`src/rtl/nbit_mosi_spi_sequencer_pkg.sv`:
```
// Shared types and helpers for the multi-byte MOSI sequencer and its byte selector.
package nbit_mosi_spi_sequencer_pkg;

  typedef enum logic [2:0] {
    ST_IDLE    = 3'd0,
    ST_LOAD    = 3'd1,
    ST_WAIT_TX = 3'd2,
    ST_GAP     = 3'd3,
    ST_DONE    = 3'd4
  } seq_state_t;

  localparam int ORDER_LSB_FIRST = 0;
  localparam int ORDER_MSB_FIRST = 1;

  // Maps logical byte index to its physical slot inside the packed data word.
  function automatic int byte_slot(input int idx, input int depth, input int order);
    return (order == ORDER_MSB_FIRST) ? depth - 1 - idx : idx;
  endfunction

endpackage

```
`src/rtl/nbit_mosi_spi_sequencer_byte_mux.sv`:
```
// Combinational byte + D/C selector over a packed multi-byte word, honouring byte order.
module nbit_mosi_spi_sequencer_byte_mux
  import nbit_mosi_spi_sequencer_pkg::*;
#(
  parameter int WIDTH      = 8,
  parameter int DEPTH      = 8,
  parameter int BYTE_ORDER = ORDER_LSB_FIRST,
  parameter int IDX_W      = 4
) (
  input  logic [WIDTH*DEPTH-1:0] data,
  input  logic [DEPTH-1:0]       dc,
  input  logic [IDX_W-1:0]       idx,
  output logic [WIDTH-1:0]       byte_sel,
  output logic                   dc_sel
);

  // Out-of-range indices yield zero rather than wrapping.
  always_comb begin
    byte_sel = '0;
    dc_sel   = 1'b0;
    for (int k = 0; k < DEPTH; k++) begin
      if (idx == IDX_W'(k)) begin
        byte_sel = data[byte_slot(k, DEPTH, BYTE_ORDER)*WIDTH +: WIDTH];
        dc_sel   = dc[k];
      end
    end
  end

endmodule

```
`src/rtl/nbit_mosi_spi_sequencer.sv`:
```
// Multi-byte MOSI sequencer: shadows a packed transfer and feeds it byte by byte to the
// SPI byte transmitter with optional inter-byte gap, abort and completion status.
module nbit_mosi_spi_sequencer
  import nbit_mosi_spi_sequencer_pkg::*;
#(
  parameter int WIDTH      = 8,
  parameter int DEPTH      = 8,
  parameter int GAP_W      = 4,
  parameter int BYTE_ORDER = ORDER_LSB_FIRST,
  localparam int CNT_W     = $clog2(DEPTH + 1)
) (
  input  logic                   i_SCK,
  input  logic                   i_RST,
  input  logic                   i_START,
  input  logic                   i_ABORT,
  input  logic [WIDTH*DEPTH-1:0] i_DATA,
  input  logic [DEPTH-1:0]       i_DC,
  input  logic [CNT_W-1:0]       i_N_transmit,
  input  logic [GAP_W-1:0]       i_GAP,
  input  logic                   i_TX_DONE,
  output logic [WIDTH-1:0]       o_DATA,
  output logic                   o_START,
  output logic                   o_DC,
  output logic                   o_MOSI_FINAL_BYTE,
  output logic                   o_BUSY,
  output logic                   o_DONE,
  output logic [CNT_W-1:0]       o_COUNT
);

  seq_state_t             state;
  logic [WIDTH*DEPTH-1:0] data_sh;
  logic [DEPTH-1:0]       dc_sh;
  logic [CNT_W-1:0]       n_sh;
  logic [CNT_W-1:0]       idx;
  logic [GAP_W-1:0]       gap_sh;
  logic [GAP_W-1:0]       gap_cnt;

  logic [CNT_W-1:0]       n_req;
  logic [CNT_W-1:0]       mux_idx;
  logic [CNT_W-1:0]       last_idx;
  logic [WIDTH*DEPTH-1:0] mux_data;
  logic [DEPTH-1:0]       mux_dc;
  logic                   mux_final;
  logic [WIDTH-1:0]       byte_sel;
  logic                   dc_sel;

  // The mux looks at the byte that will be loaded on the next edge, so the registered
  // outputs are valid in the same cycle o_START is high (live inputs when accepting).
  always_comb begin
    n_req    = (i_N_transmit > CNT_W'(DEPTH)) ? CNT_W'(DEPTH) : i_N_transmit;
    mux_data = (state == ST_IDLE) ? i_DATA : data_sh;
    mux_dc   = (state == ST_IDLE) ? i_DC : dc_sh;
    case (state)
      ST_IDLE:    mux_idx = '0;
      ST_WAIT_TX: mux_idx = idx + CNT_W'(1);
      default:    mux_idx = idx;
    endcase
    last_idx  = ((state == ST_IDLE) ? n_req : n_sh) - CNT_W'(1);
    mux_final = (mux_idx == last_idx);
  end

  nbit_mosi_spi_sequencer_byte_mux #(
    .WIDTH     (WIDTH),
    .DEPTH     (DEPTH),
    .BYTE_ORDER(BYTE_ORDER),
    .IDX_W     (CNT_W)
  ) u_byte_mux (
    .data    (mux_data),
    .dc      (mux_dc),
    .idx     (mux_idx),
    .byte_sel(byte_sel),
    .dc_sel  (dc_sel)
  );

  always_ff @(posedge i_SCK or posedge i_RST) begin
    if (i_RST) begin
      state             <= ST_IDLE;
      data_sh           <= '0;
      dc_sh             <= '0;
      n_sh              <= '0;
      idx               <= '0;
      gap_sh            <= '0;
      gap_cnt           <= '0;
      o_DATA            <= '0;
      o_START           <= 1'b0;
      o_DC              <= 1'b0;
      o_MOSI_FINAL_BYTE <= 1'b0;
      o_BUSY            <= 1'b0;
      o_DONE            <= 1'b0;
      o_COUNT           <= '0;
    end else begin
      o_START <= 1'b0;
      o_DONE  <= 1'b0;
      case (state)
        ST_IDLE: begin
          if (i_START && (n_req != '0)) begin
            data_sh           <= i_DATA;
            dc_sh             <= i_DC;
            n_sh              <= n_req;
            gap_sh            <= i_GAP;
            idx               <= '0;
            o_COUNT           <= '0;
            o_BUSY            <= 1'b1;
            o_START           <= 1'b1;
            o_DATA            <= byte_sel;
            o_DC              <= dc_sel;
            o_MOSI_FINAL_BYTE <= mux_final;
            state             <= ST_LOAD;
          end
        end
        ST_LOAD: begin
          if (i_ABORT) begin
            o_BUSY            <= 1'b0;
            o_MOSI_FINAL_BYTE <= 1'b0;
            state             <= ST_IDLE;
          end else begin
            state <= ST_WAIT_TX;
          end
        end
        ST_WAIT_TX: begin
          // Abort wins over a coincident completion: the byte is not counted.
          if (i_ABORT) begin
            o_BUSY            <= 1'b0;
            o_MOSI_FINAL_BYTE <= 1'b0;
            state             <= ST_IDLE;
          end else if (i_TX_DONE) begin
            o_COUNT <= o_COUNT + CNT_W'(1);
            if (idx == n_sh - CNT_W'(1)) begin
              o_DONE            <= 1'b1;
              o_BUSY            <= 1'b0;
              o_MOSI_FINAL_BYTE <= 1'b0;
              state             <= ST_DONE;
            end else begin
              idx <= idx + CNT_W'(1);
              if (gap_sh == '0) begin
                o_START           <= 1'b1;
                o_DATA            <= byte_sel;
                o_DC              <= dc_sel;
                o_MOSI_FINAL_BYTE <= mux_final;
                state             <= ST_LOAD;
              end else begin
                gap_cnt <= gap_sh;
                state   <= ST_GAP;
              end
            end
          end
        end
        ST_GAP: begin
          if (i_ABORT) begin
            o_BUSY            <= 1'b0;
            o_MOSI_FINAL_BYTE <= 1'b0;
            state             <= ST_IDLE;
          end else if (gap_cnt == GAP_W'(1)) begin
            o_START           <= 1'b1;
            o_DATA            <= byte_sel;
            o_DC              <= dc_sel;
            o_MOSI_FINAL_BYTE <= mux_final;
            state             <= ST_LOAD;
          end else begin
            gap_cnt <= gap_cnt - GAP_W'(1);
          end
        end
        ST_DONE: state <= ST_IDLE;
        default: state <= ST_IDLE;
      endcase
    end
  end

endmodule
```
`config.mk`:
```
export PLATFORM = sky130hd
export DESIGN_NAME = nbit_mosi_spi_sequencer
export DESIGN_NICKNAME = d
export VERILOG_FILES = /design/src/rtl/nbit_mosi_spi_sequencer_pkg.sv /design/src/rtl/nbit_mosi_spi_sequencer_byte_mux.sv /design/src/rtl/nbit_mosi_spi_sequencer.sv
export SDC_FILE = /design/constraint.sdc
export NUM_CORES = 1
export LEC_CHECK = 0
export BUFFER_PORTS_ARGS = -buffer_cell sky130_fd_sc_hd__buf_2
export CAP_MARGIN = 20
export CORE_MARGIN = 2
export CORE_UTILIZATION = 50
export DETAILED_ROUTE_END_ITERATION = 6
export PLACE_DENSITY = 0.86
export SETUP_SLACK_MARGIN = 0.2
export SLEW_MARGIN = 40
export SYNTH_ARGS = -nofsm -noshare
export SYNTH_HDL_FRONTEND = slang
export SYNTH_SLANG_ARGS = --single-unit
```
`constraint.sdc`:
```
create_clock -name i_SCK -period 3.6 [get_ports i_SCK]
set_clock_uncertainty 0.1 [all_clocks]
set_input_delay 0.72 -clock i_SCK [delete_from_list [all_inputs] [get_ports i_SCK]]
set_output_delay 0.72 -clock i_SCK [all_outputs]
set_load 0.02 [all_outputs]
```
Word-level counts from Yosys, hierarchy flattened

Cells that the tools add are included.

Bits in registers: 108
Logic and storage cells: 154
Output and inout port bits: 17
Bits of input ports: 85

Mux-type cells: 87
Reductions and logical operators: 19
Order comparisons: 1
Equal/unequal tests: 28
Add/sub/neg operators: 5

Operators by type and width:

| kind                  | count |
|---|---|
| $mux W8               | 16 |
| $mux W64              | 1 |
| $mux W4               | 14 |
| $mux W1               | 38 |
| $pmux W4 S2           | 4 |
| $pmux W8 S3           | 1 |
| $mux W3               | 6 |
| $ne A2 B2 Y1 const B  | 9 |
| $eq A4 B3 Y1 const B  | 4 |
| $pmux W3 S4           | 1 |
| $sub A4 B1 Y4 const B | 3 |
| $reduce_and A5 Y1     | 2 |
| $ne A3 B3 Y1 const B  | 3 |
| $pmux W1 S3           | 3 |
| $add A4 B1 Y4 const B | 2 |
| $eq A4 B1 Y1 const B  | 2 |
| $eq A4 B2 Y1 const B  | 2 |
| $eq A4 B4 Y1          | 2 |
| $logic_not A4 Y1      | 2 |
| $reduce_and A8 Y1     | 1 |
| $reduce_bool A4 Y1    | 2 |
| $reduce_and A7 Y1     | 1 |
| $eq A3 B2 Y1 const B  | 2 |
| $reduce_and A6 Y1     | 1 |
| other kinds (14)      | 18 |

Longest topological paths before layout

Word-level depth: 16
Gate-level depth with buffers: 12
Depth with buffers taken out: 8

By module

From an unflattened synthesis, not the netlist that was laid out.

Cell total of the unflattened synthesis: 852
Area total of the unflattened synthesis: 6471.2 µm²

By module, submodules not included:

| module                           | cells an instance | instances | area each (µm²) | sequential area each (µm²) |
|---|---|---|---|---|
| nbit_mosi_spi_sequencer          | 758               | 1         | 5630.4          | 2702.6 |
| nbit_mosi_spi_sequencer_byte_mux | 94                | 1         | 840.8           | 0.0 |

Worst setup path before layout

OpenSTA, ideal clock, no wires.

Path kind: flip-flop to flip-flop
From: reg state[0]
To: reg o_MOSI_FINAL_BYTE
Clock period less this slack: 2.399 ns
Setup time: 0.078 ns
Path slack: 1.201 ns
Buffers on the path: 4
Data required time: 3.422 ns
Arrival time: 2.221 ns
Stages on the path, launching flop included: 13
Cell sequence: dfrtp_1 -> buf_2 -> nor3_1 -> buf_4 -> buf_2 -> buf_2 -> nor2_1 -> a21oi_1 -> ha_1 -> xnor2_1 -> xnor2_1 -> nand3_1 -> o2bb2ai_1

Cells in the longest elaborated chain, start to end: 9
Elaborated cells between the ends (all ways): 23
Classes of those cells: 1 x add/sub; 9 x eq/ne; 10 x mux; 3 x reduce/logical

RTL lines:

| what                     | line                                                                                        | text |
|---|---|---|
| start: declaration       | nbit_mosi_spi_sequencer.sv:30                                                               | `seq_state_t state;` |
| start signal: assignment | nbit_mosi_spi_sequencer.sv:77                                                               | `state <= ST_IDLE;` |
| start signal: assignment | nbit_mosi_spi_sequencer.sv:108                                                              | `state <= ST_LOAD;` |
| start signal: assignment | nbit_mosi_spi_sequencer.sv:115                                                              | `state <= ST_IDLE;` |
| $logic_not A3 Y1         | nbit_mosi_spi_sequencer.sv:53, nbit_mosi_spi_sequencer.sv:58, nbit_mosi_spi_sequencer.sv:94 |  |
| $mux W4                  | nbit_mosi_spi_sequencer.sv:58                                                               | `last_idx = ((state == ST_IDLE) ? n_req : n_sh) - CNT_W'(1);` |
| $sub A4 B1 Y4            | nbit_mosi_spi_sequencer.sv:58                                                               |  |
| $eq A4 B4 Y1             | nbit_mosi_spi_sequencer.sv:59                                                               | `mux_final = (mux_idx == last_idx);` |
| $mux W1                  | nbit_mosi_spi_sequencer.sv:135                                                              | `if (gap_sh == '0) begin` |
| $mux W1                  | nbit_mosi_spi_sequencer.sv:128                                                              | `if (idx == n_sh - CNT_W'(1)) begin` |
| $mux W1                  | nbit_mosi_spi_sequencer.sv:126                                                              | `end else if (i_TX_DONE) begin` |
| $mux W1                  | nbit_mosi_spi_sequencer.sv:122                                                              | `if (i_ABORT) begin` |
| $pmux W1 S4              | nbit_mosi_spi_sequencer.sv:94                                                               | `case (state)` |
| end signal: assignment   | nbit_mosi_spi_sequencer.sv:107                                                              | `o_MOSI_FINAL_BYTE <= mux_final;` |
| end signal: assignment   | nbit_mosi_spi_sequencer.sv:139                                                              | `o_MOSI_FINAL_BYTE <= mux_final;` |
| end signal: assignment   | nbit_mosi_spi_sequencer.sv:157                                                              | `o_MOSI_FINAL_BYTE <= mux_final;` |
| end: declaration         | nbit_mosi_spi_sequencer.sv:24                                                               | `output logic o_MOSI_FINAL_BYTE,` |

Parallel ways exist; a longest one is shown, timed or not. The select of a mux whose other input is x is not followed.
A chain may end at the register's enable or synchronous reset.

Worst setup path after layout

From: reg state[0]
To: reg o_DATA[6]

Cells in the longest elaborated chain, start to end: 16
Elaborated cells between the ends (all ways): 38
Classes of those cells: 16 x eq/ne; 18 x mux; 4 x reduce/logical

RTL lines:

| what                                             | line                                                                                        | text |
|---|---|---|
| $eq A3 B2 Y1 or $logic_not A3 Y1 (tied branches) | nbit_mosi_spi_sequencer.sv:53, nbit_mosi_spi_sequencer.sv:94, nbit_mosi_spi_sequencer.sv:51 |  |
| $pmux W4 S2                                      | nbit_mosi_spi_sequencer.sv:53                                                               | `case (state)` |
| $logic_not A4 Y1                                 | nbit_mosi_spi_sequencer_byte_mux.sv:22                                                      | `if (idx == IDX_W'(k)) begin` |
| $mux W8 (8 in a row)                             | nbit_mosi_spi_sequencer_byte_mux.sv:22                                                      |  |
| $mux W8                                          | nbit_mosi_spi_sequencer.sv:135                                                              |  |
| $mux W8                                          | nbit_mosi_spi_sequencer.sv:128                                                              |  |
| $mux W8                                          | nbit_mosi_spi_sequencer.sv:126                                                              |  |
| $mux W8                                          | nbit_mosi_spi_sequencer.sv:122                                                              |  |
| $pmux W8 S3                                      | nbit_mosi_spi_sequencer.sv:94                                                               |  |
| end signal: assignment                           | nbit_mosi_spi_sequencer.sv:105                                                              | `o_DATA <= byte_sel;` |
| end signal: assignment                           | nbit_mosi_spi_sequencer.sv:137                                                              | `o_DATA <= byte_sel;` |
| end signal: assignment                           | nbit_mosi_spi_sequencer.sv:155                                                              | `o_DATA <= byte_sel;` |
| end: declaration                                 | nbit_mosi_spi_sequencer.sv:21                                                               | `output logic [WIDTH-1:0] o_DATA,` |

Parallel ways exist; a longest one is shown, timed or not. The select of a mux whose other input is x is not followed.

==> flow_metrics.tcl <==
set metrics [dict create \
    outcome "finished clean" \
    overflow 0 \
    grt_pass1_vias 5696 \
    avgSynthCellArea_um2 8.25 \
    synth_fp_nets 864 \
    hold_path_class "in2async" \
    p_per_area_mw_per_mm2 900 \
    hold_violations 0 \
    via_per_inst 5.81 \
    rsz0062_at_grt "false" \
    start_util_pct 50.9 \
    cts_setup_buffers 0 \
    timing.setup.tns_ps 0 \
    holdWs_ps 269 \
    synth.yosys.warnings 0 \
    worstMarginPinSlew_ps 786 \
    path_cells "nor3_2, buf_12, mux2i_1, o22a_1, o21ai_0, o311ai_0, a311oi_1" \
    drive_above_1_share_pct 17.8 \
    startpoint_type "register" \
    core_area_mm2 0.0125 \
    worstPathRequired_ps 3730 \
    crit_slowest_cell "nor3_2" \
    grt_pass1_wl_mm 28.1 \
    rows 41 \
    final-setup-viol-count 0 \
    peakVddDrop_v 0.000483 \
    portBuffers 101 \
    wl_met1_mm 7.27 \
    max_stage_delay_ps 760 \
    gr-usage-all-layers_pct 26.8 \
    worstPathArrival_ps 3150 \
    grt_max_degree 63 \
    worstPathMaxFanout 62 \
    ys_ff_latch 108 \
    cts_resized 0 \
    reg2reg_depth 7 \
    wl_met2_mm 8.75 \
    syn_area_mm2 0.00638 \
    crit_path_end_kind "register" \
    cts_made_buffers 9 \
    clock_path_buffers 2 \
    synth_flop_cell "dfrtp_1" \
    drc 0 \
    yosysSeqAreaShare_pct 42.4 \
    drt_pass1_iterations 6 \
    ant_nets 0 \
    tritoncts "yes" \
    routedWlPerCell_um 17.1 \
    clock_latency_ps 370 \
    cts_root_buf "clkbuf_16" \
    p_leak_nw 3.55 \
    maxSlewViolCount 0 \
    ctsHoldBuffers 0 \
    syn_to_final_growth_pct 15.4 \
    die_w_um 117 \
    ios 102 \
    fmax_ghz 0.330 \
    clkSinkCount 108 \
    htreeDepth 3 \
    antenna_found_initial 0 \
    die-area_mm2 0.0137 \
    top_layer_used "met4" \
    maxCapViolCount 0 \
    worstSetupPathType "reg2reg" \
    yosysUniqueCellTypes 70 \
    dpl.hpwl_mm 12.6 \
    num-nets-final 940 \
    diodes 0 \
    die_h_um 117 \
    finalCritPeriodShare_pct 84.1 \
    synth_edf_count 0 \
    via_count 5964 \
    wirelength_mm 17.6 \
    relSlewSlack_pct 47.3 \
    min_period_ps 3030 \
    drtIter0Drc 504 \
    async_reset_ff_share_pct 100 \
    wl_met3_um 902 \
    clk_pin_slew_ps 80 \
    gp_congestion 0.900 \
    syn_inst 773 \
]
[final timing paths]
path,from,slack (ps),end
max,state[0],570,o_DATA[6]
min,i_RST,270,data_sh[53]
max reg2reg,state[0],570,o_DATA[6]
min reg2reg,data_sh[49],370,data_sh[49]
max in group asynchronous,i_RST,2420,data_sh[11]
min in group i_SCK,data_sh[49],370,data_sh[49]
[through the flow]
step                      std cells  power, mW  util, %  setup WS, ps  instance area, um^2
after global placement         1009       5.40     56.0           762                 7010
after global routing           1026       7.12     58.8           397                 7360
after floorplan                 773       4.66        -          1200                 6380
after detailed placement       1010       5.52     56.2           644                 7040
after CTS                      1026       6.61     58.8           642                 7360
final                          1026       6.63     58.8           573                 7360
[cells in the final DEF, fill, tap and decap left out, drive strengths merged, types with 6 or more instances in the layout]
cell,n
o22a,6
a22oi,7
nand2b,6
nor2b,9
and2,12
o211ai,6
nand2,292
mux2i,39
nor2,26
o21ai,38
clkbuf,9
o22ai,8
a21oi,17
a31oi,11
a211oi,17
buf,115
dfrtp,108
nor3,14
ha,6
inv,10
nand3,12
xnor2,6
[final cells by class]
cell class / count / area, um^2
fillers: 1148 / 5160
clock inverters: 7 / 96.3
clock buffers: 9 / 225
multi-input cells: 606 / 3400
repair buffers: 115 / 681
well taps: 172 / 215
inverters: 9 / 37.5
flip-flops and latches: 108 / 2700
[flip-flops by register name (all words and copies together), names as in the netlist]
register,count
o_MOSI_FINAL_BYTE,1
o_BUSY,1
o_COUNT,4
dc_sh,8
o_DONE,1
o_START,1
o_DATA,8
o_DC,1
state,3
gap_sh,4
data_sh,64
idx,4
n_sh,4
gap_cnt,4
[worst max-delay path: cells and delay by family, from the launching register on]
| kind | cells | cell delay (ps) |
|---|---|---|
| AND/OR/NAND/NOR | 1 | 760 |
| AO/OA/AOI/OAI | 4 | 740 |
| flip-flops | 1 | 620 |
| buffers and inverters | 1 | 370 |
| multiplexers | 1 | 240 |
[cell families (layout without fill, tap and decap cells)]
logic type | after synthesis | in the layout | synth area share, %
multiplexers | 41 | 41 | 6.47
adder cells (fa/ha/maj) | 6 | 6 | 1.18
AO/OA/AOI/OAI | 153 | 153 | 17.1
flip-flops | 108 | 108 | 42.4
AND/OR/NAND/NOR | 396 | 396 | 26.5
XOR/XNOR | 10 | 10 | 1.90
buffers and inverters | 59 | 140 | 4.45
[metal layers]
metal	track usage, %	vias up
met5	0	-
met4	12.5	0
met3	6.18	59
met2	44.2	216
met1	33.7	2889
li1	-	2800
[cells in the mapped netlist, types with 4 or more instances]
library cell    n  area share, %
o22ai_1         8           0.78
o211ai_1        6           0.71
nor3_1         14            1.1
or3_1           4           0.39
o22a_1          6           0.82
a211oi_1       14            1.6
a31oi_1        11            1.1
nand2b_1        6           0.59
inv_1           9           0.53
o2bb2ai_1       5           0.69
mux2i_1        39            6.1
clkbuf_1       21            1.2
dfrtp_1       108             42
nor2_1         26            1.5
and2_1         12            1.2
xnor2_1         6           0.82
nand3_1        12           0.94
o31ai_1         4           0.47
a21oi_1        16            1.3
ha_1            6            1.2
and3_1          5           0.49
a22o_1          5           0.69
o21ai_0        35            2.7
nor2b_1         9           0.88
buf_2          23            1.8
a22oi_1         7           0.82
nand2_1       291             17
[power breakdown]
part | internal (mW) | switching (mW) | total (mW)
clock network | 0.558 | 0.502 | 1.06
registers | 1.75 | 0.471 | 2.23
logic | 1.34 | 2.00 | 3.34
total | 3.65 | 2.98 | 6.63
No activity file was read; power rests on OpenSTA's default activity.
